<file path="src/rtl/aclk_snooze_ctrl.sv">
// Alarm-clock ring/snooze controller: rising-edge detection on buttons and alarm match,
// a ring/snooze/wait-for-clear state machine and registered buzzer/status outputs.
module aclk_snooze_ctrl #(
    parameter int unsigned RING_SECS   = 60,
    parameter int unsigned SNOOZE_SECS = 300,
    parameter int unsigned MAX_SNOOZE  = 3
) (
    input  logic       clock,
    input  logic       reset,
    input  logic       one_second,
    input  logic       alarm_match,
    input  logic       alarm_enable,
    input  logic       snooze_button,
    input  logic       stop_button,
    output logic       alarm_sound,
    output logic       snooze_active,
    output logic [1:0] snooze_left,
    output logic [1:0] ctrl_state
);

    typedef enum logic [1:0] {
        StIdle    = 2'd0,
        StRing    = 2'd1,
        StSnooze  = 2'd2,
        StWaitClr = 2'd3
    } state_e;

    localparam logic [8:0] RingLast   = 9'(RING_SECS - 1);
    localparam logic [8:0] SnoozeLast = 9'(SNOOZE_SECS - 1);
    localparam logic [1:0] MaxSnooze  = 2'(MAX_SNOOZE);

    state_e     state_q, state_d;
    logic [8:0] sec_cnt_q, sec_cnt_d;
    logic       beep_phase_q, beep_phase_d;
    logic [1:0] snooze_left_q, snooze_left_d;
    logic       alarm_sound_q, alarm_sound_d;
    logic       snooze_active_q, snooze_active_d;
    logic       match_q, match_d, snooze_q, snooze_d, stop_q, stop_d;
    logic       match_rise_q, match_rise_d;
    logic       snooze_rise_q, snooze_rise_d;
    logic       stop_rise_q, stop_rise_d;

    always_comb begin
        state_d       = state_q;
        sec_cnt_d     = sec_cnt_q;
        beep_phase_d  = beep_phase_q;
        snooze_left_d = snooze_left_q;

        match_d       = alarm_match;
        snooze_d      = snooze_button;
        stop_d        = stop_button;
        // Edges are registered, so the FSM reacts one cycle after the input rises.
        match_rise_d  = alarm_match & ~match_q;
        snooze_rise_d = snooze_button & ~snooze_q;
        stop_rise_d   = stop_button & ~stop_q;

        unique case (state_q)
            StIdle: begin
                if (match_rise_q) begin
                    state_d       = StRing;
                    snooze_left_d = MaxSnooze;
                    beep_phase_d  = 1'b1;
                end
            end
            StRing: begin
                if (stop_rise_q) begin
                    state_d = StWaitClr;
                end else if (snooze_rise_q && snooze_left_q != 2'd0) begin
                    state_d       = StSnooze;
                    snooze_left_d = snooze_left_q - 2'd1;
                end else if (one_second) begin
                    if (sec_cnt_q == RingLast) begin
                        state_d = StWaitClr;
                    end else begin
                        sec_cnt_d    = sec_cnt_q + 9'd1;
                        beep_phase_d = ~beep_phase_q;
                    end
                end
            end
            StSnooze: begin
                if (stop_rise_q) begin
                    state_d = StWaitClr;
                end else if (one_second) begin
                    if (sec_cnt_q == SnoozeLast) begin
                        state_d      = StRing;
                        beep_phase_d = 1'b1;
                    end else begin
                        sec_cnt_d = sec_cnt_q + 9'd1;
                    end
                end
            end
            StWaitClr: begin
                if (!alarm_match) begin
                    state_d = StIdle;
                end
            end
            default: state_d = StIdle;
        endcase

        if (!alarm_enable) begin
            state_d = StIdle;
        end

        if (state_d != state_q) begin
            sec_cnt_d = '0;
        end

        alarm_sound_d   = (state_d == StRing) && beep_phase_d;
        snooze_active_d = (state_d == StSnooze);
    end

    always_ff @(posedge clock or posedge reset) begin
        if (reset) begin
            state_q         <= StIdle;
            sec_cnt_q       <= '0;
            beep_phase_q    <= 1'b0;
            snooze_left_q   <= '0;
            alarm_sound_q   <= 1'b0;
            snooze_active_q <= 1'b0;
            match_q         <= 1'b0;
            snooze_q        <= 1'b0;
            stop_q          <= 1'b0;
            match_rise_q    <= 1'b0;
            snooze_rise_q   <= 1'b0;
            stop_rise_q     <= 1'b0;
        end else begin
            state_q         <= state_d;
            sec_cnt_q       <= sec_cnt_d;
            beep_phase_q    <= beep_phase_d;
            snooze_left_q   <= snooze_left_d;
            alarm_sound_q   <= alarm_sound_d;
            snooze_active_q <= snooze_active_d;
            match_q         <= match_d;
            snooze_q        <= snooze_d;
            stop_q          <= stop_d;
            match_rise_q    <= match_rise_d;
            snooze_rise_q   <= snooze_rise_d;
            stop_rise_q     <= stop_rise_d;
        end
    end

    assign alarm_sound   = alarm_sound_q;
    assign snooze_active = snooze_active_q;
    assign snooze_left   = snooze_left_q;
    assign ctrl_state    = state_q;

endmodule

</file>
<file path="config.mk">
export PLATFORM = sky130hd
export DESIGN_NAME = aclk_snooze_ctrl
export DESIGN_NICKNAME = d
export VERILOG_FILES = /design/src/rtl/aclk_snooze_ctrl.sv
export SDC_FILE = /design/constraint.sdc
export NUM_CORES = 1
export LEC_CHECK = 0
export BUFFER_PORTS_ARGS = -buffer_cell sky130_fd_sc_hd__buf_2
export CAP_MARGIN = 5
export CORE_AREA = 2 2 49 51
export DETAILED_ROUTE_END_ITERATION = 12
export DIE_AREA = 0 0 51 53
export GPL_TIMING_DRIVEN = 0
export PLACE_DENSITY = 0.75
export SLEW_MARGIN = 10
export SYNTH_ARGS = -nofsm -noshare
export SYNTH_HDL_FRONTEND = slang
export SYNTH_SLANG_ARGS = --single-unit
</file>
<file path="constraint.sdc">
create_clock -name clock -period 2.6 [get_ports clock]
set_input_delay 0.39 -clock clock [delete_from_list [all_inputs] [get_ports clock]]
set_output_delay 0.39 -clock clock [all_outputs]
set_load 0.05 [all_outputs]
</file>
Word-level counts from Yosys, hierarchy flattened --
Index checks and enable logic that the tools add are counted.
Storage, ports and cells: flip-flop bits (word level) 22
Cells by class: bitwise operators 7, add/sub/neg operators 2, reductions and logical operators 8, mux-type cells 33, equality and inequality tests 18
Operator list (count):
- $mux W9 | 8
- $mux W2 | 13
- $ne A3 B3 Y1 const B | 7
- $pmux W9 S2 | 1
- $add A9 B1 Y9 const B | 1
- $eq A9 B6 Y1 const B | 1
- $eq A9 B9 Y1 const B | 1
- $mux W1 | 8
- $pmux W2 S4 | 1
- $reduce_and A8 Y1 | 1
- $eq A2 B2 Y1 const B | 3
- $ne A2 B2 Y1 const B | 3
- $eq A2 B1 Y1 const B | 2
- $not A1 Y1 | 4
- $pmux W2 S2 | 1
- $reduce_and A4 Y1 | 1
- $reduce_bool A2 Y1 | 2
- $and A1 B1 Y1 | 3
- $pmux W1 S3 | 1
- $reduce_bool A3 Y1 | 1
- $logic_and A1 B1 Y1 | 2
- $logic_not A2 Y1 | 1
- $ne A2 B2 Y1 | 1
- $sub A2 B1 Y2 const B | 1

Logic depth before layout (Yosys ltp) --
Gate-level depths: netlist of run 1.
depth after elaboration 10, mapped depth 7

Worst setup path after synthesis of run 1 --
OpenSTA, ideal clock, no wires.
kind flip-flop to flip-flop, from reg snooze_left_q[0] (netlist: snooze_left[0]), to reg sec_cnt_q[1], path slack 0.568 ns, arrival time 1.893 ns, setup time 0.139 ns, period minus slack after synthesis 2.032 ns, buffers on the path 0, cell stages (with the launch flop) 8, cells stage by stage dfrtp_1 > inv_1 > ha_1 > nand2b_1 > and4_1 > a22oi_1 > mux2i_1 > nor2_1
Between the ends: word-level cells in the longest chain between the ends 9
Ends and longest elaborated chain:
- start: declaration | line 35 | logic [1:0] snooze_left_q, snooze_left_d;
- start signal: assignment | line 130 | snooze_left_q <= snooze_left_d;
- $reduce_bool A2 Y1 * | line 68 | end else if (snooze_rise_q && snooze_left_q != 2'd0) begin
- $logic_and A1 B1 Y1 * | line 68
- $mux W2 | line 68
- $mux W2 | line 66 | if (stop_rise_q) begin
- $pmux W2 S4 | line 57 | unique case (state_q)
- $mux W2 | line 100 | if (!alarm_enable) begin
- $ne A2 B2 Y1 | line 104 | if (state_d != state_q) begin
- $ne A3 B3 Y1 (no source line) / $reduce_bool A3 Y1 (equally long branches)
- $reduce_and A8 Y1 (no source line)
- end signal: assignment | line 128 | sec_cnt_q <= sec_cnt_d;
- end: declaration | line 33 | logic [8:0] sec_cnt_q, sec_cnt_d;
Mark *: on every way between the ends. The rest lies on a longest branch, timed or not. A chain may end at the register's enable or synchronous reset.

Worst setup path in the final report of run 1 --
from reg sec_cnt_q[0], to reg sec_cnt_q[1]
Between the ends: word-level cells in the longest chain between the ends 10
Ends and longest elaborated chain:
- $eq A9 B6 Y1 | line 72 | if (sec_cnt_q == RingLast) begin
- $mux W2 | line 72
- $mux W2 | line 71 | end else if (one_second) begin
- $mux W2 | line 68
- $mux W2 | line 66
- $pmux W2 S4 | line 57
- $mux W2 | line 100
- $ne A2 B2 Y1 | line 104
- $ne A3 B3 Y1 (no source line) / $reduce_bool A3 Y1 (equally long branches)
- $reduce_and A8 Y1 (no source line)
Parallel ways exist; a longest one is shown, timed or not. The select of a mux whose other input is x is not followed.

==> results of run 1 <==
cells in the mapped netlist, drive strengths merged, types with 2 or more instances:
cell | count | share of area [%]
nor2 | 18 | 5.8
nand2 | 10 | 3.2
inv | 8 | 2.6
xnor2 | 6 | 4.5
and4 | 2 | 1.5
ha | 2 | 2.2
nor2b | 5 | 2.7
dfrtp | 22 | 47
nor3 | 9 | 3.9
nor4 | 3 | 1.6
o21ai | 6 | 2.6
a21oi | 5 | 2.2
a22oi | 2 | 1.3
power by group:
group	switching (mW)	internal, mW
clock	0.104	0.0855
combinational	0.113	0.0511
sequential	0.0238	0.368
kinds of logic (layout without fill, tap and decap cells):
| kind of cell | Yosys count | after routing |
|---|---|---|
| and+or+nand+nor | 60 | 60 |
| DFF | 22 | 22 |
| AOI/OAI and AO/OA | 20 | 20 |
| buffers and inverters | 10 | 26 |
| xor gates and xnor gates | 7 | 7 |
| adders and majority gates | 2 | 2 |
| muxes | 1 | 1 |
registers in the layout (all words and copies together), names as in the netlist:
name and cells:
sec_cnt_q 9, ctrl_state 2, snooze_left 2, alarm_sound 1, beep_phase_q 1, match_q 1, match_rise_q 1, snooze_active 1
snooze_q 1, snooze_rise_q 1, stop_q 1, stop_rise_q 1
area by class of cell:
type                    instances  area [um2]  share of cell area, %
flip-flops and latches         22         551                   42.6
inverters                       8        30.0                   2.32
clock buffers                   4        36.3                   2.81
repair buffers                 12        60.1                   4.65
multi-input cells              90         572                   44.2
well taps                      28        35.0                   2.71
plain buffers                   2        8.76                  0.678
metal layers:
| metal | routed length (um) | GRT usage (%) |
|---|---|---|
| met4 | 32 | 9.46 |
| met2 | 1170 | 34.2 |
| met3 | 64 | 2.54 |
| met1 | 1070 | 25.8 |
| met5 | 0 | 0 |
worst min-delay path by stage:
stage | startpoint | end
2_1_floorplan | reset | alarm_sound
3_3_place_gp | snooze_q | snooze_rise_q
3_5_place_dp | snooze_q | snooze_rise_q
4_1_cts | snooze_button | snooze_q
5_1_grt | snooze_button | snooze_q
6_report | snooze_button | snooze_q
metrics by stage:
step / instances / worst slack (ns)
after floorplan: 122 / 0.568
after global placement: 162 / 0.547
after detailed placement: 162 / 0.498
after CTS: 166 / 0.477
after global routing: 166 / 0.286
final: 166 / 0.497
==> reports/metrics.cfg, run 1 <==
[setup_path]
cp.arrival_ns = 2.28
crit_start = sec_cnt_q[0]
reg2reg_depth = 6
r2r_setup_slack_ns = 0.50
crit_end = sec_cnt_q[1]
slowest_stage = or3b_1
r2r_start = sec_cnt_q[0]
cp-end-kind = flip-flop
cp_num_cells = 6
cp_top_family = simple AND/OR/NAND/NOR gates
cpPeakStageDelay_ns = 0.49
cp.buffers_inverters = 0
crit_chain = ha_1 > nand4_1 > or3b_1 > a22oi_1 > mux2i_1 > nor2_1
path_class = reg -> reg
start_kind = flip-flop
crit_path_max_fanout = 5
crit_required_ns = 2.77
reg2reg_to = sec_cnt_q[1]

[cts]
cts_hold_buf = 0
clock-sinks = 22
cts_setup_buffers = 0
clock_path_buffers = 2
cts_tree = built
cts-root-buf = clkbuf_4
cts_resized = 0
cts_max_level = 1
path_clk_slew_ns = 0.13
insertion_delay_ns = 0.31
numCtsBuffers = 3

[yosys]
yosys-mux-area-fraction_pct = 0.862
async_flop_share_pct = 100
synth_compound_gate_area_share_pct = 12.6
yosys.area_share.simple_pct = 28.3
syn_nets = 131
syn-cell-area_mm2 = 0.00116
synth_flop_cell = dfrtp_1
synthesis.instances = 122
synth-xor-area-share_pct = 5.28
synth_cell_type_count = 38
synth_edf_count = 0
yosys_warnings = 0
synth_seq_cells = 22
seq_area_frac_synth_pct = 47.4
synth_fa_ha_area_share_pct = 2.16
syn_avg_cell_area_um2 = 9.52
synth_top_family_by_area = simple AND/OR/NAND/NOR gates

[timing]
setup_viol = 0
slew_headroom_pct = 43.5
max_freq_ghz = 0.476
worst_pin_slew_ns = 0.847
holdWs_ns = 0.185
finalHoldViolCount = 0
clock-skew-final_ns = 0.00925
timing.final.crit_share_pct = 80.9
slew_violations = 0
fin_setup_tns_ns = 0
min_period_ns = 2.10
rsz0062_at_grt = no

[global_route]
globalRouteOverflowTotal = 0
grtUsageTotal_pct = 20.3
grt_max_degree = 23
antenna_found_initial = 0
grt_pass1_wl_um = 4000
grt_pass1_vias = 916

[floorplan]
pin_count = 13
die_width_um = 51
die_h_um = 53
start_util_pct = 54.0
placementRows = 17
core_area_mm2 = 0.00215
die_area_mm2 = 0.00270

[detailed_routing]
drtIter0Drc = 21
ant_nets = 0
routed_wl_um = 2350
firstDrtPassIters = 4
vias = 966
wl_per_cell_um = 14.1
drc = 0
vias_per_cell = 5.82

[power]
power.density_mw_per_mm2 = 576
irDropWorstVdd_mv = 0.396
power.total_mw = 0.744
p_leak_nw = 0.572

[placement]
place_area_mm2 = 0.00126
globalplace.congestion = 0.890
dp_hpwl_um = 1760
portBuffers = 12

[cells_and_area]
area_growth_pct = 11.3
antenna_cells = 0
post-route-util_pct = 60.2
drive_gt1_share_pct = 16.7
fin_area_mm2 = 0.00129
final_common_cell = dfrtp_1
fin_nets = 148
fillers = 204
layout_common_cells = dfrtp_1, nor2_1, buf_2

[worst_hold_path]
holdCritPathClass = in -> reg
worstHoldPathCells = 1

[run_status]
status = finished clean

[flow_run]
cap_viol_max_count = 0

Power figures use the tool's default switching activity.
==> inputs of run 2 (changes only) <==
Clock period 2.6 ns to 2.1 ns, I/O delays scaled along.
==> reports/metrics.cfg, run 2 (synthesis gave the netlist of run 1 again) <==
[flow_run]
cap_viol_max_count = 0  ; unchanged

[global_route]
globalRouteOverflowTotal = 0  ; unchanged
grt_pass1_vias = 916  ; unchanged
antenna_found_initial = 0  ; unchanged
grt_max_degree = 23  ; unchanged
grtUsageTotal_pct = 20.3  ; unchanged
grt_pass1_wl_um = 4000  ; unchanged

[floorplan]
die_width_um = 51  ; unchanged
placementRows = 17  ; unchanged
die_h_um = 53  ; unchanged
die_area_mm2 = 0.00270  ; unchanged
start_util_pct = 54.0  ; unchanged
core_area_mm2 = 0.00215  ; unchanged
pin_count = 13  ; unchanged

[detailed_routing]
wl_per_cell_um = 13.9  ; -1.3%
vias_per_cell = 5.77  ; -0.80%
vias = 964  ; -0.21%
firstDrtPassIters = 4  ; unchanged
routed_wl_um = 2330  ; -0.72%
drtIter0Drc = 18  ; -14%
ant_nets = 0  ; unchanged
drc = 0  ; unchanged

[timing]
slew_headroom_pct = 43.5  ; +0.051 points
finalHoldViolCount = 0  ; unchanged
setup_viol = 0  ; unchanged
slew_violations = 0  ; unchanged
min_period_ns = 1.98  ; -0.126 ns
rsz0062_at_grt = no
holdWs_ns = 0.111  ; -0.0738 ns
clock-skew-final_ns = 0.00859  ; -0.000650 ns
max_freq_ghz = 0.506  ; +6.4%
worst_pin_slew_ns = 0.846  ; -0.000769 ns
timing.final.crit_share_pct = 94.1  ; +13 points

[cts]
clock-sinks = 22  ; unchanged
cts_max_level = 1  ; unchanged
insertion_delay_ns = 0.31  ; about the same
cts_hold_buf = 0  ; unchanged
cts_tree = built
numCtsBuffers = 3  ; unchanged
path_clk_slew_ns = 0.12  ; about the same
clock_path_buffers = 2  ; unchanged
cts-root-buf = clkbuf_4

[placement]
dp_hpwl_um = 1760  ; unchanged
globalplace.congestion = 0.890  ; unchanged
dp.cells = 162  ; unchanged
portBuffers = 12  ; unchanged

[cells_and_area]
regArea_um2 = 551  ; unchanged
stdcell_count = 167  ; +0.60%
largest_reg_flops = 9  ; unchanged
area_growth_pct = 12.7
fin_nets = 149  ; +0.68%
fillers = 205  ; +0.49%
antenna_cells = 0  ; unchanged
drive_gt1_share_pct = 18.7  ; +2.0 points
layout_common_cells = dfrtp_1, nor2_1, buf_2
final_common_cell = dfrtp_1
multi_input_area_um2 = 581  ; +1.5%
regMostFlops = sec_cnt_q

[power]
p_seq_share_pct = 52.5  ; about the same
p_leak_nw = 0.578  ; +1.1%
p_comb_share_pct = 22.3  ; +0.3 points
switchingPower_mw = 0.298  ; +24%
clkPwrFrac_pct = 25.3  ; about the same
power.density_mw_per_mm2 = 706  ; +23%
swShare_pct = 32.2  ; about the same
power.internal_mw = 0.626  ; +24%
irDropWorstVdd_mv = 0.490  ; +24%

[setup_path]
crit_required_ns = 2.35  ; -0.42 ns
start_kind = flip-flop
cp.arrival_ns = 2.23  ; -0.05 ns
path_class = reg -> reg
crit_path_max_fanout = 7  ; +2
cp-end-kind = flip-flop

[worst_hold_path]
holdCritPathClass = in -> reg

[run_status]
status = finished clean

==> run 2: power by group through the flow <==
| stage | registers (mW) | clock network (mW) | logic (mW) |
|---|---|---|---|
| after floorplan | 0.537 | 0 | 0.106 |
| after global placement | 0.491 | 0 | 0.198 |
| after detailed placement | 0.493 | 0 | 0.204 |
| after CTS | 0.485 | 0.242 | 0.205 |
| after global routing | 0.491 | 0.253 | 0.228 |
| final | 0.485 | 0.233 | 0.206 |
==> run 2: final timing paths <==
check	slack [ns]	start	endpoint	cells past startpoint
setup / recovery	0.12	sec_cnt_q[2]	alarm_sound	4
hold / removal	0.11	snooze_button	snooze_q	1
setup reg to reg	0.12	sec_cnt_q[2]	alarm_sound	4
hold reg to reg	0.41	snooze_q	snooze_rise_q	1
max in group asynchronous	1.42	reset	sec_cnt_q[3]	2
min in group asynchronous	0.15	reset	sec_cnt_q[6]	2
==> run 2: routing by layer <==
metal,share of wire [%],track usage [%],up-vias
met5,0,0,-
met4,1.4,9.46,0
met3,3.8,2.54,4
met2,51,34.2,23
met1,44,25.8,470
li1,-,-,467
==> run 2: repair_timing <==
item,CTS,global route
pin swaps,0,2
buffers inserted,0,1
resized for setup,1,1
endpoints found under the setup margin,1,10
==> run 2: area by class of cell <==
| type | instances | area share (%) |
|---|---|---|
| Clock buffer | 4 | 2.77 |
| Multi-Input combinational cell | 90 | 44.4 |
| Inverter | 8 | 2.29 |
| Timing Repair Buffer | 13 | 5.16 |
| Sequential cell | 22 | 42.1 |
| Buffer | 2 | 0.669 |
| Tap cell | 28 | 2.68 |
==> run 2: critical path: stages (launching register included) <==
cell and delay (ns):
dfrtp_1 0.46, or4b_4 0.57, or4_4 0.44, a221oi_4 0.26, and3_1 0.19
==> run 2: stage by stage <==
| stage | worst slack, ns | total power, mW | setup TNS (ns) | area [um2] | utilization [%] |
|---|---|---|---|---|---|
| floorplan | 0.0680 | 0.643 | 0 | 1160 | - |
| CTS | 0.0479 | 0.932 | 0 | 1300 | 60.4 |
| global route | 0.0385 | 0.972 | 0 | 1310 | 60.9 |
| detailed placement | -0.00162 | 0.697 | -0.00162 | 1260 | 58.5 |
| finish | 0.123 | 0.924 | 0 | 1310 | 60.9 |
| global placement | 0.0472 | 0.689 | 0 | 1260 | 58.5 |
==> inputs of run 3 (changes only) <==
Settings changed: REMOVE_ABC_BUFFERS set to 1.
==> reports/metrics.cfg, run 3 (synthesis gave the netlist of run 1 again) <==
[cells_and_area]
fin_nets = 146  ; -2.0%
largest_reg_flops = 9  ; unchanged
final_common_cell = dfrtp_1
area_growth_pct = 12.5
fin_area_mm2 = 0.00131  ; -0.19%
regMostFlops = sec_cnt_q
regArea_um2 = 551  ; unchanged
fillers = 186  ; -9.3%
stdcell_count = 163  ; -2.4%
post-route-util_pct = 60.8  ; -0.12 points
multi_input_area_um2 = 608  ; +4.7%
layout_common_cells = dfrtp_1, nor2_1, buf_2
drive_gt1_share_pct = 20.7  ; +2.0 points
antenna_cells = 0  ; unchanged

[timing]
worst_pin_slew_ns = 0.806  ; -0.0397 ns
timing.final.crit_share_pct = 95.9  ; +1.8 points
timing.final.ws_setup_ns = 0.0856  ; -0.0377 ns
min_period_ns = 2.01  ; +0.0377 ns
clock-skew-final_ns = 0.0115  ; +0.00295 ns
slew_violations = 0  ; unchanged
max_freq_ghz = 0.496  ; -1.9%
slew_headroom_pct = 46.2  ; +2.6 points
fin_setup_tns_ns = 0  ; unchanged
finalHoldViolCount = 0  ; unchanged
rsz0062_at_grt = no
setup_viol = 0  ; unchanged

[detailed_routing]
wl_per_cell_um = 14.6  ; +4.5%
routed_wl_um = 2370  ; +2.0%
vias = 943  ; -2.2%
drc = 0  ; unchanged
ant_nets = 0  ; unchanged
drtIter0Drc = 24  ; +6
vias_per_cell = 5.79  ; +0.22%
firstDrtPassIters = 4  ; unchanged

[placement]
dp.cells = 160  ; -1.2%
place_area_mm2 = 0.00125  ; -0.70%
dp_hpwl_um = 1670  ; -5.0%
portBuffers = 12  ; unchanged
globalplace.congestion = 0.875  ; -1.6%
pre_cts_ws_ns = 0.0312  ; +0.0328 ns

[run_status]
status = finished clean

[cts]
cts_tree = built
cts_setup_buffers = 0  ; unchanged
cts-root-buf = clkbuf_4
numCtsBuffers = 3  ; unchanged
clock-sinks = 22  ; unchanged
insertion_delay_ns = 0.31  ; about the same
path_clk_slew_ns = 0.12  ; about the same
cts_max_level = 1  ; unchanged
clock_path_buffers = 2  ; unchanged

[setup_path]
crit_chain = ha_1 > nand4_1 > or3b_4 > a311oi_2 > nor3_2 > and3_1
path_class = reg -> reg
cpPeakStageDelay_ns = 0.48  ; -0.09 ns
crit_path_max_fanout = 5  ; -2
cp-end-kind = flip-flop
start_kind = flip-flop
cp.arrival_ns = 2.22  ; about the same
slowest_stage = or3b_4
crit_required_ns = 2.30  ; -0.05 ns

[floorplan]
core_area_mm2 = 0.00215  ; unchanged
die_area_mm2 = 0.00270  ; unchanged
placementRows = 17  ; unchanged
pin_count = 13  ; unchanged
die_width_um = 51  ; unchanged
die_h_um = 53  ; unchanged
start_util_pct = 54.0  ; unchanged

[power]
swShare_pct = 33.7  ; +1.4 points
p_seq_share_pct = 55.9  ; +3.4 points
clkPwrFrac_pct = 21.3  ; -4.0 points
power.density_mw_per_mm2 = 678  ; -3.9%
switchingPower_mw = 0.298  ; +0.21%
irDropWorstVdd_mv = 0.566  ; +16%
p_comb_share_pct = 22.8  ; +0.5 points
p_leak_nw = 0.568  ; -1.7%
power.internal_mw = 0.588  ; -6.1%

[global_route]
antenna_found_initial = 0  ; unchanged
grt_pass1_vias = 876  ; -4.4%
grt_pass1_wl_um = 3820  ; -4.5%
grt_max_degree = 23  ; unchanged
globalRouteOverflowTotal = 0  ; unchanged
grtUsageTotal_pct = 19.8  ; -0.45 points

[worst_hold_path]
holdCritPathClass = in -> reg

[flow_run]
cap_viol_max_count = 0  ; unchanged

## run 3: power by group through the flow
stage | clock, mW | combinational, mW | sequential (mW)
floorplan | 0 | 0.0976 | 0.543
global placement | 0 | 0.187 | 0.499
detailed placement | 0 | 0.194 | 0.502
CTS | 0.196 | 0.194 | 0.493
global route | 0.216 | 0.220 | 0.500
finish | 0.189 | 0.202 | 0.495
## run 3: path summary, 6_finish.rpt
kind	startpoint	to	slack (ns)	cells past startpoint
setup / recovery	sec_cnt_q[0]	alarm_sound	0.09	6
hold / removal	snooze_button	snooze_q	0.11	1
setup reg to reg	sec_cnt_q[0]	alarm_sound	0.09	6
hold reg to reg	stop_q	stop_rise_q	0.41	1
max in group asynchronous	reset	ctrl_state[1]	1.45	2
min in group asynchronous	reset	stop_q	0.14	2
## run 3: area by class of cell
| type | instances | area share, % |
|---|---|---|
| tap | 28 | 2.68 |
| sequential | 22 | 42.1 |
| inverter | 8 | 2.30 |
| timing repair buffer | 12 | 4.60 |
| multi-input combinational | 90 | 46.6 |
| clock buffer | 3 | 1.72 |
## run 3: through the flow
| stage | hold WS [ns] | total power, mW |
|---|---|---|
| 6_report | 0.109 | 0.886 |
| 5_1_grt | 0.100 | 0.936 |
| 4_1_cts | 0.103 | 0.883 |
| 3_5_place_dp | 0.388 | 0.696 |
| 3_3_place_gp | 0.384 | 0.686 |
| 2_1_floorplan | 0.304 | 0.641 |
## run 3: what timing repair did
action	4_1_cts	5_1_grt
hold buffers	0	0
endpoints found under the setup margin	0	10
resized for setup	0	7
endpoints found under the hold margin	0	0
## run 3: worst max-delay path: cells and delay by family, from the launching register on
| family | cells | cell delay, ns |
|---|---|---|
| flops | 1 | 0.41 |
| simple gates | 4 | 0.96 |
| compound gates | 1 | 0.31 |
| fa+ha+maj | 1 | 0.23 |
## run 3: per-layer routing
layer	vias up	track usage [%]	wire length (um)
met1	462	22.1	1030
met5	-	0	0
met2	16	34.6	1210
li1	460	-	-
met3	5	3.39	75
met4	0	13.1	53
